[src/rtl/countdown_timer_pkg.sv]
// Shared definitions for the countdown timer and the stopwatch:
// FSM state encodings and the default prescaler ratio.
package countdown_timer_pkg;

   // Default clk cycles per count decrement
   localparam int DIV_DEFAULT = 4;

   // Width of the prescaler counter (covers DIV up to 65535)
   localparam int PRESC_W = 16;

   typedef enum logic [1:0] {
      ST_IDLE  = 2'b00,
      ST_RUN   = 2'b01,
      ST_PAUSE = 2'b10,
      ST_ALARM = 2'b11
   } state_t;

endpackage

[src/rtl/countdown_timer_btn_edge.sv]
// Two-flop synchronizer for an asynchronous button level, followed by a
// rising-edge detector producing a one-cycle press pulse.
module btn_edge (
   input  logic clk,
   input  logic rst,      // synchronous, active-low
   input  logic i_btn,
   output logic o_press
);

   logic r_s1;
   logic r_s2;

   // Synchronize the button level; clearing both flops on reset makes a
   // button held through reset release count as exactly one press.
   always_ff @(posedge clk) begin
      if (!rst) begin
         r_s1 <= 1'b0;
         r_s2 <= 1'b0;
      end else begin
         r_s1 <= i_btn;
         r_s2 <= r_s1;
      end
   end

   assign o_press = r_s1 & ~r_s2;

endmodule

[src/rtl/countdown_timer.sv]
// Countdown timer: loads a preset in IDLE, decrements once every DIV clk
// cycles in RUN, can be paused/resumed/cleared, and raises an alarm at 0.
module countdown_timer
   import countdown_timer_pkg::*;
#(
   parameter int DIV = DIV_DEFAULT
) (
   input  logic       clk,
   input  logic       rst,      // synchronous, active-low
   input  logic       sw1,      // start / resume
   input  logic       sw2,      // pause
   input  logic       sw3,      // clear / acknowledge
   input  logic [7:0] set_val,
   output logic [7:0] dsp,
   output logic       alarm,
   output logic       busy
);

   localparam logic [PRESC_W-1:0] LP_PRESC_MAX = PRESC_W'(DIV - 1);

   logic [2:0]         w_sw;
   logic [2:0]         w_press;
   logic               w_press1;
   logic               w_press2;
   logic               w_press3;
   logic               w_tick;

   state_t             r_state;
   state_t             w_state_next;
   logic [7:0]         r_cnt;
   logic [7:0]         w_cnt_next;
   logic [PRESC_W-1:0] r_presc;
   logic [PRESC_W-1:0] w_presc_next;

   logic [7:0]         r_dsp;
   logic               r_alarm;
   logic               r_busy;

   assign w_sw = {sw3, sw2, sw1};

   generate
      for (genvar gi = 0; gi < 3; gi++) begin : g_btn
         btn_edge u_btn_edge (
            .clk     (clk),
            .rst     (rst),
            .i_btn   (w_sw[gi]),
            .o_press (w_press[gi])
         );
      end
   endgenerate

   assign w_press1 = w_press[0];
   assign w_press2 = w_press[1];
   assign w_press3 = w_press[2];
   assign w_tick   = (r_presc == LP_PRESC_MAX);

   // Next-state, count and prescaler decode; press priority is 3 > 2 > 1
   always_comb begin
      w_state_next = r_state;
      w_cnt_next   = r_cnt;
      w_presc_next = r_presc;
      case (r_state)
         ST_IDLE: begin
            // The preset tracks set_val only while idle
            w_cnt_next   = set_val;
            w_presc_next = '0;
            if (!w_press3 && !w_press2 && w_press1 && (set_val != 8'd0)) begin
               w_state_next = ST_RUN;
            end
         end
         ST_RUN: begin
            if (w_press3) begin
               w_state_next = ST_IDLE;
            end else if (w_press2) begin
               w_state_next = ST_PAUSE;
            end else if (!w_press1) begin
               // A cycle carrying any press swallows its tick entirely
               if (w_tick) begin
                  w_presc_next = '0;
                  if (r_cnt != 8'd0) begin
                     w_cnt_next = r_cnt - 8'd1;
                  end
                  if (r_cnt <= 8'd1) begin
                     w_state_next = ST_ALARM;
                  end
               end else begin
                  w_presc_next = r_presc + PRESC_W'(1);
               end
            end
         end
         ST_PAUSE: begin
            if (w_press3) begin
               w_state_next = ST_IDLE;
            end else if (!w_press2 && w_press1) begin
               w_state_next = ST_RUN;
            end
         end
         ST_ALARM: begin
            w_cnt_next = 8'd0;
            if (w_press3) begin
               w_state_next = ST_IDLE;
            end else if (!w_press2 && w_press1) begin
               w_state_next = ST_IDLE;
            end
         end
         default: begin
            w_state_next = ST_IDLE;
         end
      endcase
   end

   // State, count and prescaler registers
   always_ff @(posedge clk) begin
      if (!rst) begin
         r_state <= ST_IDLE;
         r_cnt   <= 8'd0;
         r_presc <= '0;
      end else begin
         r_state <= w_state_next;
         r_cnt   <= w_cnt_next;
         r_presc <= w_presc_next;
      end
   end

   // Registered outputs, one cycle behind the count and state
   always_ff @(posedge clk) begin
      if (!rst) begin
         r_dsp   <= 8'd0;
         r_alarm <= 1'b0;
         r_busy  <= 1'b0;
      end else begin
         r_dsp   <= r_cnt;
         r_alarm <= (r_state == ST_ALARM);
         r_busy  <= (r_state == ST_RUN) || (r_state == ST_PAUSE);
      end
   end

   assign dsp   = r_dsp;
   assign alarm = r_alarm;
   assign busy  = r_busy;

endmodule

[config.mk]
export PLATFORM = sky130hd
export DESIGN_NAME = countdown_timer
export DESIGN_NICKNAME = d
export VERILOG_FILES = /design/src/rtl/countdown_timer_pkg.sv /design/src/rtl/countdown_timer_btn_edge.sv /design/src/rtl/countdown_timer.sv
export SDC_FILE = /design/constraint.sdc
export NUM_CORES = 1
export LEC_CHECK = 0
export CAP_MARGIN = 20
export CORE_MARGIN = 1.5
export CORE_UTILIZATION = 50
export CTS_CLUSTER_DIAMETER = 150
export CTS_CLUSTER_SIZE = 10
export DETAILED_ROUTE_END_ITERATION = 12
export PLACE_DENSITY = 0.68
export SLEW_MARGIN = 20
export SYNTH_ARGS = -nofsm -noshare
export SYNTH_HDL_FRONTEND = slang
export SYNTH_SLANG_ARGS = --single-unit
[constraint.sdc]
create_clock -name clk -period 3.1 [get_ports clk]
set_input_delay 0.31 -clock clk [delete_from_list [all_inputs] [get_ports clk]]
set_output_delay 0.31 -clock clk [all_outputs]
set_load 0.01 [all_outputs]
=== After elaboration in Yosys (flattened, before gate mapping) ===
Index checks and enable logic that the tools add are counted.

* Bits in registers: 42
* Bits of input ports: 13
* Output and inout bits: 10
* Logic and storage cells: 73

* Add/sub/neg operators: 2
* $lt $le $gt $ge: 1
* Equality and inequality tests: 15
* Multiplexer cells: 22
* Bitwise gates (word level): 6
* Reductions and logical operators: 15

{| class="wikitable"
|+ Operators with widths
! cell !! number
|-
| $mux 16 || 4
|-
| $mux 8 || 5
|-
| $pmux 16 s2 || 1
|-
| $pmux 8 s3 || 1
|-
| $mux 2 || 10
|-
| $add 16x1->16 const B || 1
|-
| $eq 16x2->1 const B || 1
|-
| $reduce_bool 8->1 || 2
|-
| $ne 2x2->1 const B || 6
|-
| $ne 4x4->1 const B || 3
|-
| $reduce_and 6->1 || 2
|-
| $le 8x1->1 const B || 1
|-
| $pmux 2 s4 || 1
|-
| $sub 8x1->8 const B || 1
|-
| $ne 3x3->1 const B || 2
|-
| $eq 2x2->1 const B || 2
|-
| $logic_and 1x1->1 || 4
|-
| $reduce_and 4->1 || 1
|-
| $and 1x1->1 || 3
|-
| $not 1->1 || 3
|-
| $reduce_bool 3->1 || 1
|-
| $eq 2x1->1 const B || 1
|-
| $logic_not 1->1 || 2
|-
| $logic_not 2->1 || 1
|-
| 2 further kinds || 2
|}

=== Depth between registers and ports, before layout ===
Gate-level depths: netlist of run 1.

* Depth after elaboration: 8
* Mapped depth: 8
* Depth with buffers taken out: 7

=== By module ===
Synthesis of run 1 repeated with hierarchy kept, for this count alone.

* Cells, all modules: 257
* Area total of the unflattened synthesis: 2174.6 µm²

{| class="wikitable"
|+ Modules (own cells, without submodules)
! module !! times used !! cells an instance !! area an instance (µm²) !! sequential area each (µm²)
|-
| countdown_timer || 1 || 242 || 1975.6 || 720.7
|-
| btn_edge || 3 || 5 || 66.3 || 40.0
|}

=== Least setup slack after synthesis of run 1 ===
No wires, ideal clock.

* Path kind: reg2reg
* Start point: register r_presc[0]
* End point: register r_cnt[0]
* Library setup time: 0.070 ns
* Arrival time: 2.036 ns
* Data required time: 3.030 ns
* Slack: 0.993 ns
* Cell stages (with the launch flop): 7
* Clock period less this slack: 2.107 ns
* Cell sequence: dfxtp_1 > ha_1 > nor4b_1 > nand4_1 > o32a_1 > or4b_1 > a21oi_1

* Longest elaborated chain between the ends: 3

{| class="wikitable"
|+ Ends and longest elaborated chain
! element !! line !! text
|-
| start: declaration || countdown_timer.sv:32 || <nowiki>logic [PRESC_W-1:0] r_presc;</nowiki>
|-
| start signal: assignment || countdown_timer.sv:121 || <nowiki>r_presc <= w_presc_next;</nowiki>
|-
| $eq 16x2->1 || countdown_timer.sv:55 || <nowiki>assign w_tick = (r_presc == LP_PRESC_MAX);</nowiki>
|-
| $ne 2x2->1 (no source line) || -- ||
|-
| $reduce_and 6->1 (no source line) || -- ||
|-
| end signal: assignment || countdown_timer.sv:120 || <nowiki>r_cnt <= w_cnt_next;</nowiki>
|-
| end: declaration || countdown_timer.sv:30 || <nowiki>logic [7:0] r_cnt;</nowiki>
|}

Every way passes these cells.
A chain may end at the register's enable or synchronous reset.

=== Final worst setup path of run 1 ===
Same ends and word-level chain as after synthesis.

==> results of run 1 <==
## stage by stage
step / power [uW] / area [sq um] / worst slack (ps)
floorplan: 1106 / 2014 / 993.1
detailed placement: 1286 / 2280 / 641.1
global placement: 1283 / 2280 / 718.4
finish: 1645 / 2371 / 609.2
CTS: 1651 / 2371 / 607.7
global route: 1756 / 2371 / 405.4
## layer usage
metal	global-route usage (%)	vias up	routed length, um
met5	0	-	0
met4	9.949	0	69
met3	4.899	7	132
met2	35.13	38	2011
met1	28.21	756	1993
li1	-	876	-
## final cells by class
class,instances,area (sq um)
fill,328,1400
clock buffer,7,86.33
multi-input combinational,173,1091
timing repair buffer,26,250.2
sequential,42,840.8
inverter,10,37.54
clock inverter,1,5.005
tap,48,60.06
## logic make-up after synthesis
family	synth area share [%]
and+or+nand+nor	28.20
AOI/OAI and AO/OA	13.17
muxes	1.491
xor gates and xnor gates	6.957
adders and majority gates	4.348
DFF	41.74
buffers and inverters	4.099
## sequential cells by signal (all words and copies together), names as in the netlist
register,cells
alarm,1
busy,1
dsp,8
g_btn.u_btn_edge.r_s1,3
g_btn.u_btn_edge.r_s2,3
r_cnt,8
r_presc,16
r_state,2
## path summary, 6_finish.rpt
path	startpoint	to	slack (ps)	cells after the start
max	r_presc[0]$_SDFFE_PN0P_	r_cnt[0]$_SDFFE_PN0P_	610	6
min	g_btn[1].u_btn_edge.r_s1$_SDFF_PN0_	g_btn[1].u_btn_edge.r_s2$_SDFF_PN0_	480	1
max reg2reg	r_presc[0]$_SDFFE_PN0P_	r_cnt[0]$_SDFFE_PN0P_	610	6
min reg2reg	g_btn[1].u_btn_edge.r_s1$_SDFF_PN0_	g_btn[1].u_btn_edge.r_s2$_SDFF_PN0_	480	1
## synth_stat cells, types with 2 or more instances
master and instances:
ha_1 7, nor3_1 8, a21oi_1 6, inv_1 10
or4_1 4, o21ai_0 6, or3_1 2, o211a_1 2
and2_1 13, nand4_1 7, o211ai_1 5, or2_2 2
mux2i_1 3, o31ai_1 3, nor4_1 8, xnor2_1 14
clkbuf_1 8, o41ai_1 2, nand2_1 20, nand2b_1 5
xor2_1 2, nor2b_1 3, dfxtp_1 42, nor2_1 29
nand3_1 5, a221oi_1 2, a21o_1 4
## power by group
part | internal [uW] | switching (uW)
Clock | 180 | 182
Sequential | 614 | 65.4
Combinational | 265 | 339
==> results.md, run 1 <==
Run status:
- The flow ran to the end, and the final reports show no timing, DRC or antenna violations.

Timing:
- The number of failing hold endpoints at the final stage was 0.
- The time the final worst path needs with I/O delays and setup is roughly 2500 ps.
- Headroom to the max-slew limit came out at between 60% and 70%.
- In the finished design, the share of the clock period the worst path needs comes to approximately four fifths.
- Setup repair after global routing left no endpoint under its margin.
- The count of pins over their slew limit is 0.
- The worst clock skew on the final layout is between 5 and 6 ps.
- Setup violations remaining at the end of the flow were counted as 0.
- The worst hold margin is slightly below 500 ps.
- For the pin with the worst max-slew slack, the measured transition is 503.9 ps.
- The peak clock frequency supported by timing is 0.4015 GHz.
- In the final timing run, aggregate negative setup slack is 0 ps.

Detailed routing:
- The total via count in the routed design is ~1700.
- After detailed routing, the number of vias per cell comes to between 5 and 6.
- The final wirelength is roughly 4.2 mm.
- The number of optimization iterations in the first detailed-route pass is 4.
- The post-route antenna net violation count is 0.
- The remaining routing DRC violations is 0.
- The first routing iteration left ~140 violations.
- The post-detailed-route wirelength per cell is ~14 um.

Die:
- The chip height is approximately 66 um.
- For this design the top-level I/O count stands at 23.
- The total die area is ~4400 sq um.
- The die width is between 60 and 70 um.
- The core region is roughly 3800 sq um.
- In this run the core area contains 22 standard-cell rows.
- The effective utilization at floorplan is between 50% and 60%.

Layout:
- The fraction of layout instances using a drive strength above 1 is approximately 5.8%.
- The area growth from synthesis to final layout is 17.70%.
- 0 antenna diodes ended up in the layout.
- The finished layout holds slightly above 300 standard cells, fillers aside.
- The most frequent standard cell in the layout excluding fill and tap cells is dfxtp_1.
- The top cell types in the final layout, fill and taps aside, are 42 x dfxtp_1, 29 x nor2_1, 22 x clkdlybuf4s50_1, 20 x nand2_1, 14 x xnor2_1.
- For this run, the post-layout net count is 278.
- Once layout is complete, the utilization of the core stands at between 60% and 70%.

Critical path:
- For this design, the slowest cell found on the critical path is o32a_1.
- The family with the most delay on the worst path is simple AND/OR/NAND/NOR gates.
- The endpoint class of the critical path is a flip-flop.
- Walking the worst path, the cells encountered are ha_1, nor4b_1, nand4_1, o32a_1, or4b_1, a21oi_1.
- STA classifies the critical path startpoint as a flip-flop.
- At the worst endpoint, the arrival time is 2720 ps.
- The required time of the worst setup path is 3330 ps.
- The critical path in this run is classified as reg -> reg.
- The worst stage delay on the critical path is around 600 ps.
- The number of buffers and inverters on the critical path is 0.
- The maximum fanout count along the critical path is 14.

Yosys:
- After synthesis the cells add up to about 2000 sq um.
- The synthesized netlist net count is about 260.
- The most common flop cell mapped by yosys is dfxtp_1.
- After synthesis, flip-flops and latches occupy between 40% and 50% of the total area.
- The fraction of post-synthesis cell area in the top cell type by area is 41.74%.
- The Yosys warning count is 0.
- Synthesis produced a netlist whose cell count is approximately 240.
- The cell type contributing the most total cell area after synthesis is dfxtp_1.
- The post-synthesis average cell area is 8.572 sq um.
- The number of enable flip-flop cells after synthesis is 0.
- The number of storage elements in the synthesis netlist is 42.
- The share of flip-flops with an asynchronous set or reset is 0%.
- After synthesis, the cell types taking the most area are dfxtp_1 42%, xnor2_1 6.1%, nor2_1 5.4%, ha_1 4.3%, and2_1 4.0%.
- The number of unique standard cell types used by synthesis is 40.

Global route:
- The number of global-route vias before repair came to 1593.
- The overflow left after global routing is 0.
- Entering global routing, the biggest net connects 21 pins.
- The total track usage is between 20 and 25%.
- The initial antenna violation count is 0.
- The first global-routing pass estimated 7.348 mm of wire.

Pwr:
- In this run the static leakage power is about 0.00086 uW.
- VDD sags by at most roughly 340 uV.
- The power per cell area is 694.0 nW/um^2.

Place:
- The last weighted congestion value of the routability-driven placer is between 0.7 and 0.8.
- Detailed placement ended at an HPWL of between 2 and 3 mm.
- The count of port buffers added during placement is 22.
- The cell total after placement is 299.

Clocking:
- The number of hold buffers added after CTS is 0.
- Post-CTS repair changed the size of 0 cells.
- In this run, CTS created clock tree buffers numbering 5.
- The clock latency on the worst-skew pair is ~300 ps.
- The number of sinks handled by clock tree synthesis is 42.
- TritonCTS built the clock tree.
- Buffers added to address setup during post-CTS repair amount to 0.
- The H-tree depth is 2.
- Clock tree synthesis selected as its root buffer the cell clkbuf_8.
- The maximum count of clock buffers along a single path is 2.
- The clock input transition at the sequential cells of the worst setup and hold paths is approximately 80 ps.

Run:
- Max-cap violations in this run came to 0.

Worst hold path:
- The worst min-delay path class is reg -> reg.
Power figures use the tool's default switching activity.
==> inputs of run 2 (changes only) <==
--- a/config.mk
+++ b/config.mk
@@ -11,7 +11,7 @@
 export CTS_CLUSTER_DIAMETER = 150
 export CTS_CLUSTER_SIZE = 10
 export DETAILED_ROUTE_END_ITERATION = 12
-export PLACE_DENSITY = 0.68
+export PLACE_DENSITY = 0.71
 export SLEW_MARGIN = 20
 export SYNTH_ARGS = -nofsm -noshare
 export SYNTH_HDL_FRONTEND = slang
==> constraint.sdc (replaced) <==
create_clock -name clk -period 2.02 [get_ports clk]
set_input_delay 0.202 -clock clk [delete_from_list [all_inputs] [get_ports clk]]
set_output_delay 0.202 -clock clk [all_outputs]
set_load 0.01 [all_outputs]
==> run 2 against run 1 <==
  * Clock-buffer cell count is 2 lower
  * Maximum frequency is 29% higher
  * Non-clock buffer count is 13 higher
  * First-iteration DRC count is 4.9% higher
  * Sequential share of layout area is 2.0 points lower
  * Global-route usage is 0.72 points higher
  * Sequential cell count stayed put
  * Critical path type unchanged
  * Critical endpoint unchanged
  * Largest power group is now combinational logic
  * Highest routed layer unchanged
==> results.md, run 2 (synthesis results as in run 1) <==
Pwr:
- The worst IR drop on VDD is 466.3 uV (+36%).
- The power per cell area was 1107 nW/um^2 (+59%).
- The leakage power total came to 0.0009379 uW (+9.6%).

Timing:
- The time the final worst path needs with I/O delays and setup came to 1931 ps (-559.8 ps).
- The peak clock frequency supported by timing was 0.5179 GHz (+29%).
- The total negative slack for setup checks is 0 ps (unchanged).
- The headroom to the max-slew limit is 67.69% (+1.3 points).
- The number of failing hold endpoints at the final stage is 0 (unchanged).
- The transition time at the pin with the least slew margin is 484.7 ps (-19.22 ps).
- The worst hold margin is 478.1 ps (-1.992 ps).
- The final setup violation count is 0 (unchanged).
- Setup repair after global routing could not meet its margin everywhere.
- The ratio of final minimum period to clock period is 95.59% (+15 points).
- The final worst-path setup slack came to 88.99 ps (-520.2 ps).
- The count of pins over their slew limit came to 0 (unchanged).
- The worst clock skew on the final layout is 5.409 ps (-0.2049 ps).

Global route:
- The initial antenna violation count came to 0 (unchanged).
- The wire length of the first global-routing pass was 7.652 mm (+4.1%).
- The number of global-route vias before repair is 1692 (+6.2%).
- The pin count of the biggest net entering global routing was 15 (-29%).
- The overflow left after global routing is 0 (unchanged).
- The total track usage is 22.71% (+0.72 points).

Clocking:
- The H-tree depth is 2 (unchanged).
- The clock latency on the worst-skew pair is 290 ps (about the same).
- The CTS root buffer is clkbuf_8.
- The maximum count of clock buffers along a single path is 2 (unchanged).
- TritonCTS built the clock tree.
- The number of buffers inserted during clock tree synthesis is 5 (unchanged).
- The number of sinks handled by clock tree synthesis came to 42 (unchanged).
- The clock input transition at the sequential cells of the worst setup and hold paths is 80 ps (about the same).

Place:
- The worst slack at placement is 48.62 ps (-592.5 ps).
- The detailed placer's ending HPWL is 3.141 mm (+4.8%).
- The cell total after placement is 312 (+4.3%).
- The count of port buffers added during placement came to 22 (unchanged).
- The last weighted congestion value of the routability-driven placer is 0.8590 (+8.5%).
- The area of placed instances came to 2395 sq um (+5.0%).

Die:
- The core region area is 3771 sq um (unchanged).
- The boundary pin count is 23 (unchanged).
- The effective utilization at floorplan is 53.42% (unchanged).
- The chip height is 66.48 um (unchanged).
- The standard-cell row count came to 22 (unchanged).
- The total die area is 4419 sq um (unchanged).
- The die width was 66.48 um (unchanged).

Critical path:
- The endpoint arrival time on the critical path was 2150 ps (-570 ps).
- The worst setup path is launched from a flip-flop.
- The cell with the largest stage delay on the worst path is or4b_1.
- The required time of the worst setup path is 2240 ps (-1090 ps).
- The maximum fanout count along the critical path came to 2 (-12).
- The endpoint class of the critical path is a flip-flop.
- The signal on the critical path passes through inv_1, ha_1, nor3b_1, and2_1, o32a_1, or4b_1, a21oi_1.
- The critical path class is reg -> reg.
- The worst stage delay on the critical path came to 460 ps (-130 ps).

Layout:
- The final antenna diode count is 0 (unchanged).
- The final cell count without fillers is 320 (+4.2%).
- The register with the most flip-flops in the final layout is r_presc.
- In the layout the commonest cells are 37 x dfxtp_1, 29 x nor2_1, 22 x clkdlybuf4s50_1, 20 x nand2_1, 16 x buf_4.
- The area of all placed cells without fillers is 2529 sq um (+6.6%).
- The flip-flop count of the largest register after layout is 16 (unchanged).
- The area growth from synthesis to layout is 25.53%.
- The final net count is 291 (+4.7%).
- Leaving out fill and tap cells, the most frequent cell in the layout is dfxtp_1.
- The fraction of layout instances using a drive strength above 1 is 14.34% (+8.5 points).

Run status:
- The run finished with clean final reports.

Detailed routing:
- The total via count in the routed design was 1801 (+7.4%).
- The final wirelength is 4.450 mm (+5.8%).
- The post-route antenna net violation count came to 0 (unchanged).
- The DRC violation total after the first TritonRoute iteration was 151 (+4.9%).
- The post-detailed-route wirelength per cell was 13.91 um (+1.5%).
- The number of vias per cell came to 5.628 (+3.0%).
- The remaining routing DRC violations came to 0 (unchanged).
- The number of optimization iterations in the first detailed-route pass came to 4 (unchanged).

Run:
- The number of maximum-capacitance constraint violations is 0 (unchanged).

Worst hold path:
- The worst min-delay path class is reg -> reg.
-- run 2: through the flow --
step	util (%)	power, uW
3_5_place_dp	63.50	2119
6_report	67.05	2799
5_1_grt	67.05	2982
3_3_place_gp	63.50	2109
4_1_cts	66.39	2787
2_1_floorplan	-	1701
-- run 2: layer usage --
layer / global-route usage [%] / wire (um) / vias up
li1: - / - / 893
met4: 9.694 / 112 / 0
met2: 38.75 / 2140 / 68
met5: 0 / 0 / -
met3: 5.405 / 251 / 14
met1: 27.08 / 1945 / 826
-- run 2: report_power, final --
group / internal, uW / switching [uW]
sequential: 949 / 77.4
clock: 364 / 290
combinational: 531 / 586
-- run 2: area by class of cell --
type	instances	area, sq um
Sequential cell	42	847.1
Clock inverter	3	40.04
Clock buffer	5	68.82
Inverter	10	37.54
Tap cell	48	60.06
Timing Repair Buffer	39	360.3
Fill cell	311	1242
Multi-Input combinational cell	173	1115
-- run 2: path summary, 6_finish.rpt --
| path | start | endpoint | slack, ps | depth (start not counted) |
|---|---|---|---|---|
| min | g_btn[1].u_btn_edge.r_s1$_SDFF_PN0_ | g_btn[1].u_btn_edge.r_s2$_SDFF_PN0_ | 480 | 1 |
| max reg2reg | r_cnt[0]$_SDFFE_PN0P_ | r_cnt[0]$_SDFFE_PN0P_ | 90 | 7 |
| max | r_cnt[0]$_SDFFE_PN0P_ | r_cnt[0]$_SDFFE_PN0P_ | 90 | 7 |
| min reg2reg | g_btn[1].u_btn_edge.r_s1$_SDFF_PN0_ | g_btn[1].u_btn_edge.r_s2$_SDFF_PN0_ | 480 | 1 |
-- run 2: what timing repair did --
item	in CTS	in global routing
gates resized for setup	0	7
buffers inserted	0	0
hold buffers	0	0
hold endpoints to repair	0	0
setup endpoints to repair	0	11
-- run 2: worst max-delay path: cells and delay by family (launching register included) --
family / cells / cell delay (ps)
and+or+nand+nor: 3 / 760
AOI/OAI and AO/OA: 2 / 500
DFF: 1 / 340
adders and majority gates: 1 / 200
buffers and inverters: 1 / 60
